==> src/rtl/bus_pkg.sv <==
// rtl/bus_pkg.sv - shared state encoding and sizing constants for bus_arbiter_n
package bus_pkg;

  localparam int N_MASTERS_MAX = 8;
  localparam int GRANT_W       = $clog2(N_MASTERS_MAX);

  typedef enum logic [2:0] {
    ST_IDLE     = 3'd0,
    ST_GRANT    = 3'd1,
    ST_ADDR_SEL = 3'd2,
    ST_CONNECT  = 3'd3,
    ST_ERROR    = 3'd4,
    ST_RELEASE  = 3'd5
  } state_e;

endpackage

==> src/rtl/rr_pick.sv <==
// rtl/rr_pick.sv - combinational round-robin picker: first requester after last_i, wrapping
module rr_pick
  import bus_pkg::*;
#(
  parameter int N_MASTERS = 2
) (
  input  logic [N_MASTERS-1:0] req_i,
  input  logic [GRANT_W-1:0]   last_i,
  output logic                 any_req_o,
  output logic [GRANT_W-1:0]   next_o
);

  logic               any_hi;
  logic [GRANT_W-1:0] next_hi;
  logic [GRANT_W-1:0] next_lo;

  // Downward scans leave the lowest match; the "hi" scan only sees indices above last_i.
  always_comb begin
    any_hi  = 1'b0;
    next_hi = '0;
    next_lo = '0;
    for (int j = N_MASTERS - 1; j >= 0; j--) begin
      if (req_i[j]) begin
        next_lo = GRANT_W'(j);
        if (GRANT_W'(j) > last_i) begin
          any_hi  = 1'b1;
          next_hi = GRANT_W'(j);
        end
      end
    end
    any_req_o = |req_i;
    next_o    = any_hi ? next_hi : next_lo;
  end

endmodule

==> src/rtl/bus_arbiter_n.sv <==
// rtl/bus_arbiter_n.sv - N-master/N-slave serial bus arbiter with address decode and watchdog
module bus_arbiter_n
  import bus_pkg::*;
#(
  parameter int N_MASTERS = 2,
  parameter int N_SLAVES  = 3,
  parameter int SEL_W     = 2,
  parameter int TIMEOUT   = 1024,
  parameter int TO_W      = 11
) (
  input  logic                 clk,
  input  logic                 reset,
  input  logic [N_MASTERS-1:0] m_request,
  input  logic [N_MASTERS-1:0] m_address,
  input  logic [N_MASTERS-1:0] m_address_valid,
  input  logic [N_MASTERS-1:0] m_data,
  input  logic [N_MASTERS-1:0] m_valid,
  input  logic [N_MASTERS-1:0] m_write_en,
  input  logic [N_MASTERS-1:0] m_burst,
  output logic [N_MASTERS-1:0] m_available,
  output logic [N_MASTERS-1:0] m_ready,
  output logic [N_MASTERS-1:0] m_data_out,
  output logic [N_MASTERS-1:0] m_valid_out,
  output logic [N_MASTERS-1:0] m_error,
  output logic [N_SLAVES-1:0]  s_address,
  output logic [N_SLAVES-1:0]  s_data,
  output logic [N_SLAVES-1:0]  s_valid,
  output logic [N_SLAVES-1:0]  s_write_en,
  output logic [N_SLAVES-1:0]  s_burst,
  input  logic [N_SLAVES-1:0]  s_ready,
  input  logic [N_SLAVES-1:0]  s_data_in,
  input  logic [N_SLAVES-1:0]  s_valid_in,
  output logic [2:0]           state
);

  localparam int CNT_W = $clog2(SEL_W + 1);

  state_e             state_q;
  logic [GRANT_W-1:0] g_q;
  logic [GRANT_W-1:0] last_q;
  logic [SEL_W-1:0]   sel_q;
  logic [CNT_W-1:0]   bitcnt_q;
  logic [TO_W-1:0]    to_q;

  logic [N_MASTERS-1:0] gnt_oh;
  logic [N_SLAVES-1:0]  sel_oh;
  logic                 any_req;
  logic [GRANT_W-1:0]   pick;

  rr_pick #(.N_MASTERS(N_MASTERS)) u_pick (
    .req_i     (m_request),
    .last_i    (last_q),
    .any_req_o (any_req),
    .next_o    (pick)
  );

  always_comb begin
    gnt_oh = '0;
    sel_oh = '0;
    for (int i = 0; i < N_MASTERS; i++) gnt_oh[i] = (g_q == GRANT_W'(i));
    for (int j = 0; j < N_SLAVES; j++) sel_oh[j] = (sel_q == SEL_W'(j));
  end

  logic req_g, addr_g, addr_v_g, data_g, valid_g, we_g, burst_g;
  logic rdy_s, din_s, vin_s;
  assign req_g    = |(m_request & gnt_oh);
  assign addr_g   = |(m_address & gnt_oh);
  assign addr_v_g = |(m_address_valid & gnt_oh);
  assign data_g   = |(m_data & gnt_oh);
  assign valid_g  = |(m_valid & gnt_oh);
  assign we_g     = |(m_write_en & gnt_oh);
  assign burst_g  = |(m_burst & gnt_oh);
  assign rdy_s    = |(s_ready & sel_oh);
  assign din_s    = |(s_data_in & sel_oh);
  assign vin_s    = |(s_valid_in & sel_oh);

  logic [SEL_W-1:0] sel_shift;
  logic             last_bit;
  logic             activity;
  assign sel_shift = SEL_W'({sel_q, addr_g});
  assign last_bit  = (bitcnt_q == CNT_W'(SEL_W - 1));
  assign activity  = addr_v_g | valid_g | vin_s;

  // A dropped request always wins over decode and timeout outcomes.
  always_ff @(posedge clk) begin
    if (reset) begin
      state_q  <= ST_IDLE;
      g_q      <= '0;
      last_q   <= GRANT_W'(N_MASTERS - 1);
      sel_q    <= '0;
      bitcnt_q <= '0;
      to_q     <= '0;
    end else begin
      case (state_q)
        ST_IDLE: begin
          if (any_req) begin
            g_q     <= pick;
            state_q <= ST_GRANT;
          end
        end
        ST_GRANT: state_q <= req_g ? ST_ADDR_SEL : ST_RELEASE;
        ST_ADDR_SEL: begin
          if (!req_g) begin
            state_q <= ST_RELEASE;
          end else if (addr_v_g) begin
            sel_q    <= sel_shift;
            bitcnt_q <= bitcnt_q + CNT_W'(1);
            if (last_bit) state_q <= (int'(sel_shift) < N_SLAVES) ? ST_CONNECT : ST_ERROR;
          end
        end
        ST_CONNECT: begin
          if (!req_g) begin
            state_q <= ST_RELEASE;
          end else if (activity) begin
            to_q <= '0;
          end else begin
            to_q <= to_q + TO_W'(1);
            if (to_q == TO_W'(TIMEOUT - 1)) state_q <= ST_ERROR;
          end
        end
        ST_ERROR: if (!req_g) state_q <= ST_RELEASE;
        ST_RELEASE: begin
          last_q   <= g_q;
          bitcnt_q <= '0;
          to_q     <= '0;
          state_q  <= ST_IDLE;
        end
        default: state_q <= ST_IDLE;
      endcase
    end
  end

  logic owned, connected;
  assign owned = (state_q == ST_GRANT) || (state_q == ST_ADDR_SEL) ||
                 (state_q == ST_CONNECT) || (state_q == ST_ERROR);
  assign connected = (state_q == ST_CONNECT);

  assign m_available = owned ? gnt_oh : '0;
  assign m_error     = (state_q == ST_ERROR) ? gnt_oh : '0;
  assign m_ready     = (connected && rdy_s) ? gnt_oh : '0;
  assign m_data_out  = (connected && din_s) ? gnt_oh : '0;
  assign m_valid_out = (connected && vin_s) ? gnt_oh : '0;
  assign s_address   = (connected && addr_g) ? sel_oh : '0;
  assign s_data      = (connected && data_g) ? sel_oh : '0;
  assign s_valid     = (connected && valid_g) ? sel_oh : '0;
  assign s_write_en  = (connected && we_g) ? sel_oh : '0;
  assign s_burst     = (connected && burst_g) ? sel_oh : '0;
  assign state       = state_q;

endmodule

==> config.mk <==
export PLATFORM = sky130hd
export DESIGN_NAME = bus_arbiter_n
export DESIGN_NICKNAME = d
export VERILOG_FILES = /design/src/rtl/bus_pkg.sv /design/src/rtl/rr_pick.sv /design/src/rtl/bus_arbiter_n.sv
export SDC_FILE = /design/constraint.sdc
export NUM_CORES = 1
export LEC_CHECK = 0
export ABC_AREA = 1
export CAP_MARGIN = 30
export CORE_MARGIN = 8
export CORE_UTILIZATION = 47
export DETAILED_ROUTE_END_ITERATION = 7
export PLACE_DENSITY = 0.81
export SLEW_MARGIN = 10
export SYNTH_ARGS = -nofsm -noshare
export SYNTH_HDL_FRONTEND = slang
export SYNTH_HIERARCHICAL = 1
export SYNTH_SLANG_ARGS = --single-unit
==> constraint.sdc <==
create_clock -name clk -period 1.6 [get_ports clk]
set_input_delay 0.32 -clock clk [delete_from_list [all_inputs] [get_ports clk]]
set_output_delay 0.32 -clock clk [all_outputs]
set_load 0.03 [all_outputs]
Word level (Yosys, flattened, before mapping)
Index checks and enable logic that the tools add are counted.

word-level totals
  register bits after elaboration = 24
  bits of input ports = 25
  output and inout bits = 28
  word-level logic and storage cells = 112

operators by class
  $add $sub $neg = 2
  magnitude comparators = 3
  eq/ne operators = 19
  multiplexer cells = 38
  bitwise operators = 12
  reduce and logical (&&, ||, !) cells = 32

operators by type and width
  operator                                                                        count
  3-bit 2-to-1 mux                                                                19
  11-bit 2-to-1 mux                                                               2
  11-bit one-hot mux with 2 select lines                                          1
  2-bit OR reduction                                                              8
  3-bit one-hot mux with 5 select lines                                           1
  2-bit bitwise AND                                                               7
  2-bit 2-to-1 mux                                                                7
  11-bit by 1-bit adder with 11-bit output, second input constant                 1
  11-bit by 10-bit equality test with 1-bit output, second input constant         1
  2-bit inequality test, second input constant                                    5
  3-bit bitwise AND                                                               3
  3-bit inequality test, second input constant                                    3
  3-bit OR reduction                                                              3
  1-bit logical AND                                                               8
  1-bit 2-to-1 mux                                                                7
  3-bit by 1-bit equality test with 1-bit output, second input constant           2
  3-bit by 2-bit equality test with 1-bit output, second input constant           2
  3-bit equality test, second input constant                                      2
  1-bit by 3-bit greater-than comparator with 1-bit output, first input constant  2
  3-bit logical NOT                                                               2
  3-bit AND reduction                                                             2
  6-bit AND reduction                                                             1
  2-bit by 1-bit equality test with 1-bit output, second input constant           2
  2-bit one-hot mux with 2 select lines                                           1
  9 further kinds                                                                 14

Depth between registers and ports, before layout
Gate-level depths: netlist of the first run.

  word-level depth = 9
  gate-level depth with buffers = 12
  mapped depth without buffers = 11

Modules after synthesis
Netlist of the first run, hierarchy kept.

modules (own cells, without submodules)
  module         times used  cells each  area an instance (µm²)
  bus_arbiter_n  1           265         1657.8
  rr_pick        1           10          48.8

Least setup slack after synthesis of the first run
Ideal clock, no wire load.

  path type = register to output
  start point = register state_q[1] (netlist: state[1])
  end point = output m_available[0]
  data arrival time = 1.581 ns
  data required time = 1.280 ns
  setup slack = -0.301 ns
  cell stages (with the launch flop) = 7
  path buffers = 0
  cell sequence = dfxtp_1 inv_1 nor3_4 inv_1 nand3_1 inv_1 nor2_1

between the ends
  longest elaborated chain between the ends = 5
  elaborated cells on any way between the ends = 8
  those cells by class = 4 x eq/ne; 1 x mux; 3 x reduce/logical

ends and longest elaborated chain
  what                                                                                                                     RTL line              source
  start: declaration                                                                                                       bus_arbiter_n.sv:38   state_e state_q;
  start signal: assignment                                                                                                 bus_arbiter_n.sv:101  ST_GRANT: state_q <= req_g ? ST_ADDR_SEL : ST_RELEASE;
  start signal: assignment                                                                                                 bus_arbiter_n.sv:108  if (last_bit) state_q <= (int'(sel_shift) < N_SLAVES) ? ST_CONNECT : ST_ERROR;
  3-bit by 1-bit equality test with 1-bit output / 3-bit by 2-bit equality test with 1-bit output (equally long branches)  bus_arbiter_n.sv:134  assign owned = (state_q == ST_GRANT) || (state_q == ST_ADDR_SEL) ||
  1-bit logical OR (2 in series)                                                                                           bus_arbiter_n.sv:134
  1-bit logical OR *                                                                                                       bus_arbiter_n.sv:135  (state_q == ST_CONNECT) || (state_q == ST_ERROR);
  2-bit 2-to-1 mux *                                                                                                       bus_arbiter_n.sv:138  assign m_available = owned ? gnt_oh : '0;
  end: declaration                                                                                                         bus_arbiter_n.sv:20   output logic [N_MASTERS-1:0] m_available,

Every way passes the cells marked *; elsewhere a longest branch is shown, timed or not.

Worst setup path after layout of the first run
  start point = register g_q[2]
  end point = output m_valid_out[0]

between the ends
  longest elaborated chain between the ends = 2

ends and longest elaborated chain
  what                      RTL line              source
  start: declaration        bus_arbiter_n.sv:39   logic [GRANT_W-1:0] g_q;
  start signal: assignment  bus_arbiter_n.sv:97   g_q <= pick;
  3-bit logical NOT         bus_arbiter_n.sv:60   for (int i = 0; i < N_MASTERS; i++) gnt_oh[i] = (g_q == GRANT_W'(i));
  2-bit 2-to-1 mux          bus_arbiter_n.sv:142  assign m_valid_out = (connected && vin_s) ? gnt_oh : '0;
  end: declaration          bus_arbiter_n.sv:23   output logic [N_MASTERS-1:0] m_valid_out,

No other way between the ends.

==> results of run 1 <==
registers in the layout, indices dropped and copies added, names as in the netlist:
register and count:
bitcnt_q 2, g_q 3, to_q 11, state 3, last_q 3, sel_q 2
routing by layer:
layer	global-route usage (%)	up-vias	part of all wire [%]
met5	0	-	0
met4	4.04	0	1.5
met3	3.07	9	4.1
met2	28.8	50	51
met1	20.8	953	44
li1	-	1052	-
cell families after synthesis:
kind of cell	after synthesis
compound gates	35
other cells	1
buf+inv	37
fa+ha+maj	2
flops	24
xor+xnor	1
simple gates	175
through the flow:
step           setup WS (ns)  area [sq um]  TNS, ns  hold WS [ns]  utilization, %
2_1_floorplan        -0.0376          1720   -0.113         0.389               -
3_3_place_gp          -0.119          2330    -1.56         0.451            65.0
3_5_place_dp          -0.147          2330    -2.07         0.454            65.0
4_1_cts               -0.149          2520    -3.12         0.471            70.3
5_1_grt               -0.262          2710    -6.09         0.504            75.8
6_report              -0.175          2710    -3.14         0.479            75.8
what timing repair did:
action,4_1_cts,5_1_grt
pin swaps,10,14
endpoints found under the setup margin,38,38
gates resized for setup,39,49
buffers inserted,9,6
power by group through the flow:
stage,clock network (mW),logic [mW],registers [mW]
6_report,0.248,2.25,0.847
5_1_grt,0.287,2.42,0.857
4_1_cts,0.261,1.90,0.845
3_5_place_dp,0,1.64,0.833
3_3_place_gp,0,1.62,0.830
2_1_floorplan,0,1.05,0.872
cell usage in the layout (no fill, tap or decap), types with 2 or more instances in the layout:
cell type / Yosys / layout
buf_4: 3 / 45
conb_1: 1 / 2
o211ai_1: 2 / 2
inv_4: 1 / 4
o21ai_2: 1 / 2
clkbuf_4: 0 / 3
nand2_2: 0 / 15
dfxtp_4: 0 / 5
nor2_2: 2 / 8
nor2_4: 1 / 10
nand2_1: 69 / 52
clkdlybuf4s50_1: 0 / 24
nor2_1: 51 / 36
nand3_4: 2 / 2
nor3_1: 10 / 10
o21ai_1: 1 / 2
o21ai_0: 12 / 9
inv_1: 28 / 22
nand2_4: 1 / 3
inv_2: 2 / 5
dlygate4sd2_1: 0 / 2
nand3_1: 29 / 24
dfxtp_2: 0 / 3
buf_6: 0 / 11
nand2_8: 2 / 2
dfxtp_1: 24 / 16
nand3_2: 1 / 6
a21oi_1: 15 / 15
critical path, delay by kind of cell (launching register included):
family / cells / cell delay (ns)
buffers and inverters: 3 / 0.42
AND/OR/NAND/NOR: 3 / 0.37
flip-flops: 1 / 0.36
worst max path at each step:
stage / start / end / slack, ns / cells past startpoint
after floorplan: g_q[1] / s_address[0] / -0.04 / 6
after global placement: m_request[0] / to_q[3] / -0.12 / 8
after detailed placement: m_request[0] / to_q[3] / -0.15 / 8
after CTS: g_q[2] / s_valid[2] / -0.15 / 7
after global routing: g_q[2] / s_valid[1] / -0.26 / 7
final: g_q[2] / m_valid_out[0] / -0.17 / 6
area by class of cell:
cell class / count / area, sq um / share of cell area, %
Sequential cell: 24 / 503 / 18.6
Inverter: 32 / 138 / 5.08
Timing Repair Buffer: 83 / 739 / 27.3
Tap cell: 48 / 60.1 / 2.22
Clock buffer: 3 / 22.5 / 0.831
Multi-Input combinational cell: 215 / 1250 / 46.1
==> metrics, run 1 <==
clock network fraction of total power=7.4%; number of nets in the layout=386; Die Ht=76.3 microns; GP Congestion=0.900; WS Path Type=register to output port; port bufs=52; Post-synth top cells=nand2_1, nor2_1, nand3_1, inv_1, dfxtp_1; Crit Reg-Reg Startpoint=g_q[2]; Cell Area, Synth=1710 sq um; WL final=5.49 mm; n_diodes=0; top-count cell post-synth=nand2_1; reg2reg path depth=10; internal power=1.72 mW; max-slew violations=0; Max clock buf depth=2; fill cell count=268; RSZ-0062 raised after global routing=true; largest net degree at the start of global routing=15; Post-Synth Simple-Gate Area=49.0%; crit path time final=1.77 ns; leakage dissipation=1.17 nW; number of clock sinks=24; worst path cell trace=nor2_4 > buf_12 > buf_4 > nand2_4 > nor2_2 > buf_6; TritonCTS clock tree=yes; Hold Path Origin=bitcnt_q[0]; Sw Ratio=48.5%; Final HPWL DP=3.87 mm; synth top area cells=dfxtp_1, nand2_1, nor2_1; Slowest cell on crit path=dfxtp_2; EDFF count, synth=0; largest area contributor in the netlist=dfxtp_1; area delta synth->final=58.9%; maximum VDD drop=670 uV; post-synthesis adder-cell area fraction=1.47%; top cell type's share of synthesized area=28.2%; sequential group share of total power=25.4%; failing checks=setup timing; num ports=53; syn avg cell area=6.21 sq um; Die Span X=76.3 microns; R2R Path End=to_q[3]; hold path endpoint=bitcnt_q[0]; via/cell ratio=5.10; hold buffers post-CTS=0; Placed Cells=387; clk slew on worst S/H paths=0.12 ns; status=finished, violations left; std cell rows=22; root buffer cell=clkbuf_4; Detailed Routing Iterations Pass 1=4; kind of end point of the critical path=output port; number of synthesized register bits=24; Net Sw Power=1.62 mW; PD cells=1230 nW/um^2; FMAX=563 MHz; Syn Inst Count=275; Min-Delay Path Class=register to register; Remaining Overflow, GRT=0; Reg2Reg Setup Slack=-0.03 ns; xor/xnor cell area share of the yosys netlist=0.513%; CP startpoint kind=register; Starting Density=47.7%; crit-path max FO=13; vias=2064; CP required=1.28 ns; main combinational cell family by area after synthesis=simple AND/OR/NAND/NOR gates; number of clock buffers inserted by TritonCTS=3; hold-critical path depth=2; DRC violations left=0; Yosys cell types=37; CP arrival=1.45 ns; per-cell routed wire length=13.6 microns; Synth warnings=6; 1st-iter DRT viols=97; die area=5820 sq um; post-route clock period utilization=111%; first-pass GRT wire length=8.39 mm; Final Non-Filler Cells=405; # H-tree levels=1; Post-synth top flop=dfxtp_1; Max Cap Viol=0; proportion of synthesized area in mux cells=0%; Clock Latency Late Sink=0.30 ns; final hold vios=0; number of global-route vias before repair=1828; FFs w/ async S/R, synth=0%; Pwr Total=3.34 mW; final setup vio count=26; post-synthesis compound-gate area fraction=11.4%; share of cells above drive strength 1=37.3%; Worst Clk Skew=0.00510 ns; Crit path largest cell delay=0.36 ns; total global-route track usage=16.7%; number of antenna violations at the first check in global routing=0; PnR worst setup slack=-0.175 ns; sequential-to-total area share from yosys stat=28.2%; DRT antenna net count=0; core area=3580 sq um; Comb power frac=67.2%
Power figures use the tool's default switching activity.
==> run 2, diff against run 1 <==
- CORE_UTILIZATION: 47 -> 44
- PLACE_DENSITY: 0.81 -> 0.79
- SYNTH_HIERARCHICAL: 1 -> default
==> metrics, run 2 <==
vias=1836; num ports=53; via/cell ratio=4.96; Clock Latency Late Sink=0.31 ns; crit-path max FO=3; Remaining Overflow, GRT=0; Crit path max-delay family=simple AND/OR/NAND/NOR gates; die area=5350 sq um; fill cell count=224; sequential group share of total power=26.2%; n_diodes=0; sequential-to-total area share from yosys stat=27.9%; Biggest register=to_q; Net Count, Synth=270; WP buf/inv=3; per-cell routed wire length=13.3 microns; WS Path Type=register to output port; number of clock sinks=20; hold buffers post-CTS=0; port bufs=52; Worst-Margin Slew=0.429 ns; post-route clock period utilization=113%; number of nets in the layout=354; final instance area=2440 sq um; PD cells=1020 nW/um^2; std cell rows=20; root buffer cell=clkbuf_4; DP Area=2180 sq um; first-pass GRT wire length=7.73 mm; flip-flop count of the largest register after layout=11; # H-tree levels=1; Slowest cell on crit path=dfxtp_4; crit path time final=1.81 ns; Net Sw Power=1.12 mW; number of clock buffers inserted by TritonCTS=3; internal power=1.37 mW; Yosys cell types=27; core area=3080 sq um; maximum VDD drop=990 uV; Detailed Routing Iterations Pass 1=4; Critical Path Most Common Cell=nor2_4; max-slew violations=0; share of cells above drive strength 1=36.2%; number of global-route vias before repair=1722; failing checks=setup timing; DRT antenna net count=0; Cell Area, Synth=1440 sq um; most common cell after layout, fill and taps aside=nand2_1; 1st-iter DRT viols=126; Post-synth top cells=nand2_1, nor2_1, inv_1, dfxtp_1; TritonCTS clock tree=yes; largest net degree at the start of global routing=13; Max clock buf depth=2; CP required=1.28 ns; DRC violations left=0; final setup vio count=23; number of synthesized register bits=20; Worst Clk Skew=0.00961 ns; Comb power frac=59.3%; RSZ-0062 raised after global routing=true; leakage dissipation=1.10 nW; synth top area cells=dfxtp_1, nand2_1, nor2_1; status=finished, violations left; Max-slew headroom=71.3%; final hold vios=0; most frequent cells in the layout=nand2_1, buf_4, nor2_1; FFs w/ async S/R, synth=0%; GP Congestion=0.855; Sw Ratio=45.1%; CP startpoint kind=register; WL final=4.92 mm; top cell type's share of synthesized area=27.9%; Die Span X=73.1 microns; kind of end point of the critical path=output port; Synth warnings=0; FMAX=553 MHz; syn avg cell area=5.91 sq um; area delta synth->final=69.8%; top-count cell post-synth=nand2_1; Min-Delay Path Class=register to register; Starting Density=46.7%; Die Ht=73.1 microns; largest area contributor in the netlist=dfxtp_1; Pwr Total=2.49 mW; Post-synth top flop=dfxtp_1; number of antenna violations at the first check in global routing=0; Final HPWL DP=3.59 mm; worst path cell trace=inv_4 > nand2_4 > nor2_4 > inv_2 > or2_4 > nor2_4 > buf_6; PnR worst setup slack=-0.209 ns; EDFF count, synth=0; Crit path largest cell delay=0.38 ns; Max Cap Viol=0; clock network fraction of total power=14.5%; clk slew on worst S/H paths=0.13 ns; Syn Inst Count=243; CP arrival=1.49 ns; total global-route track usage=17.8%
## run 2: cell count changes after synthesis, moves of 3 or more
cell,delta
inv_2,+5
nand3_1,-11
nor3_1,-3
nand2_2,+3
o21ai_1,+6
inv_1,-4
nand2_1,-6
o21ai_0,-9
nor2_1,-3
nor3_2,+4
a21oi_1,+3
dfxtp_1,-4
## run 2: logic make-up (layout without fill, tap and decap cells)
family | Yosys count | after routing | share of synthesized area [%]
flip-flops | 20 | 20 | 27.9
buffers and inverters | 36 | 119 | 10.1
adder cells (fa/ha/maj) | 2 | 2 | 1.74
AND/OR/NAND/NOR | 150 | 150 | 46.3
AO/OA/AOI/OAI | 35 | 35 | 14.0
## run 2: stage by stage
step                      hold slack, ns  setup WS, ns  cells  setup TNS, ns  util (%)
after global placement             0.445        -0.209    360          -2.20      70.9
after global routing               0.526        -0.289    370          -5.91      79.2
after CTS                          0.492        -0.180    367          -3.65      73.9
final                              0.483        -0.209    370          -3.68      79.2
after floorplan                    0.389       -0.0887    243         -0.177         -
after detailed placement           0.451        -0.243    360          -2.98      70.9
## run 2: power by group through the flow
stage,Combinational (mW),Sequential (mW),Clock (mW)
3_5_place_dp,1.32,0.650,0
6_report,1.47,0.652,0.360
5_1_grt,1.60,0.660,0.390
4_1_cts,1.36,0.645,0.366
2_1_floorplan,0.746,0.699,0
3_3_place_gp,1.30,0.649,0
## run 2: layer usage
| metal | GRT usage [%] | part of all wire (%) | up-vias |
|---|---|---|---|
| met1 | 21.9 | 41 | 828 |
| li1 | - | - | 942 |
| met3 | 3.71 | 8.6 | 2 |
| met4 | 4.67 | 0.69 | 0 |
| met2 | 30.5 | 49 | 64 |
| met5 | 0 | 0 | - |
## run 2: worst paths after layout
| path | slack [ns] | startpoint | cells after the start | endpoint |
|---|---|---|---|---|
| worst max register to register | 0.08 | state[2] | 10 | to_q[8] |
| worst max-delay path | -0.21 | state[2] | 7 | s_valid[2] |
| worst min-delay path | 0.48 | to_q[1] | 2 | to_q[1] |
| worst min register to register | 0.48 | to_q[1] | 2 | to_q[1] |
## run 2: layout make-up
class                           instances  area, sq um  area share [%]
Clock buffer                            4         47.5            1.95
Inverter                               32          128            5.23
Multi-Input combinational cell        187         1040            42.6
Sequential cell                        20          420            17.2
Tap cell                               44         55.1            2.26
Timing Repair Buffer                   83          749            30.7
## run 2: tightest hold or removal path, stage by stage, from the launching register on
cell and delay (ns):
dfxtp_2 0.35, nand2_1 0.06, a21oi_1 0.05
## run 2: repair_timing
| action | in CTS | in global routing |
|---|---|---|
| pin swaps | 4 | 10 |
| gates cloned | 0 | 0 |
| hold endpoints to repair | 0 | 0 |
| buffers inserted | 3 | 3 |
| resized for setup | 9 | 44 |
| endpoints found under the setup margin | 27 | 35 |
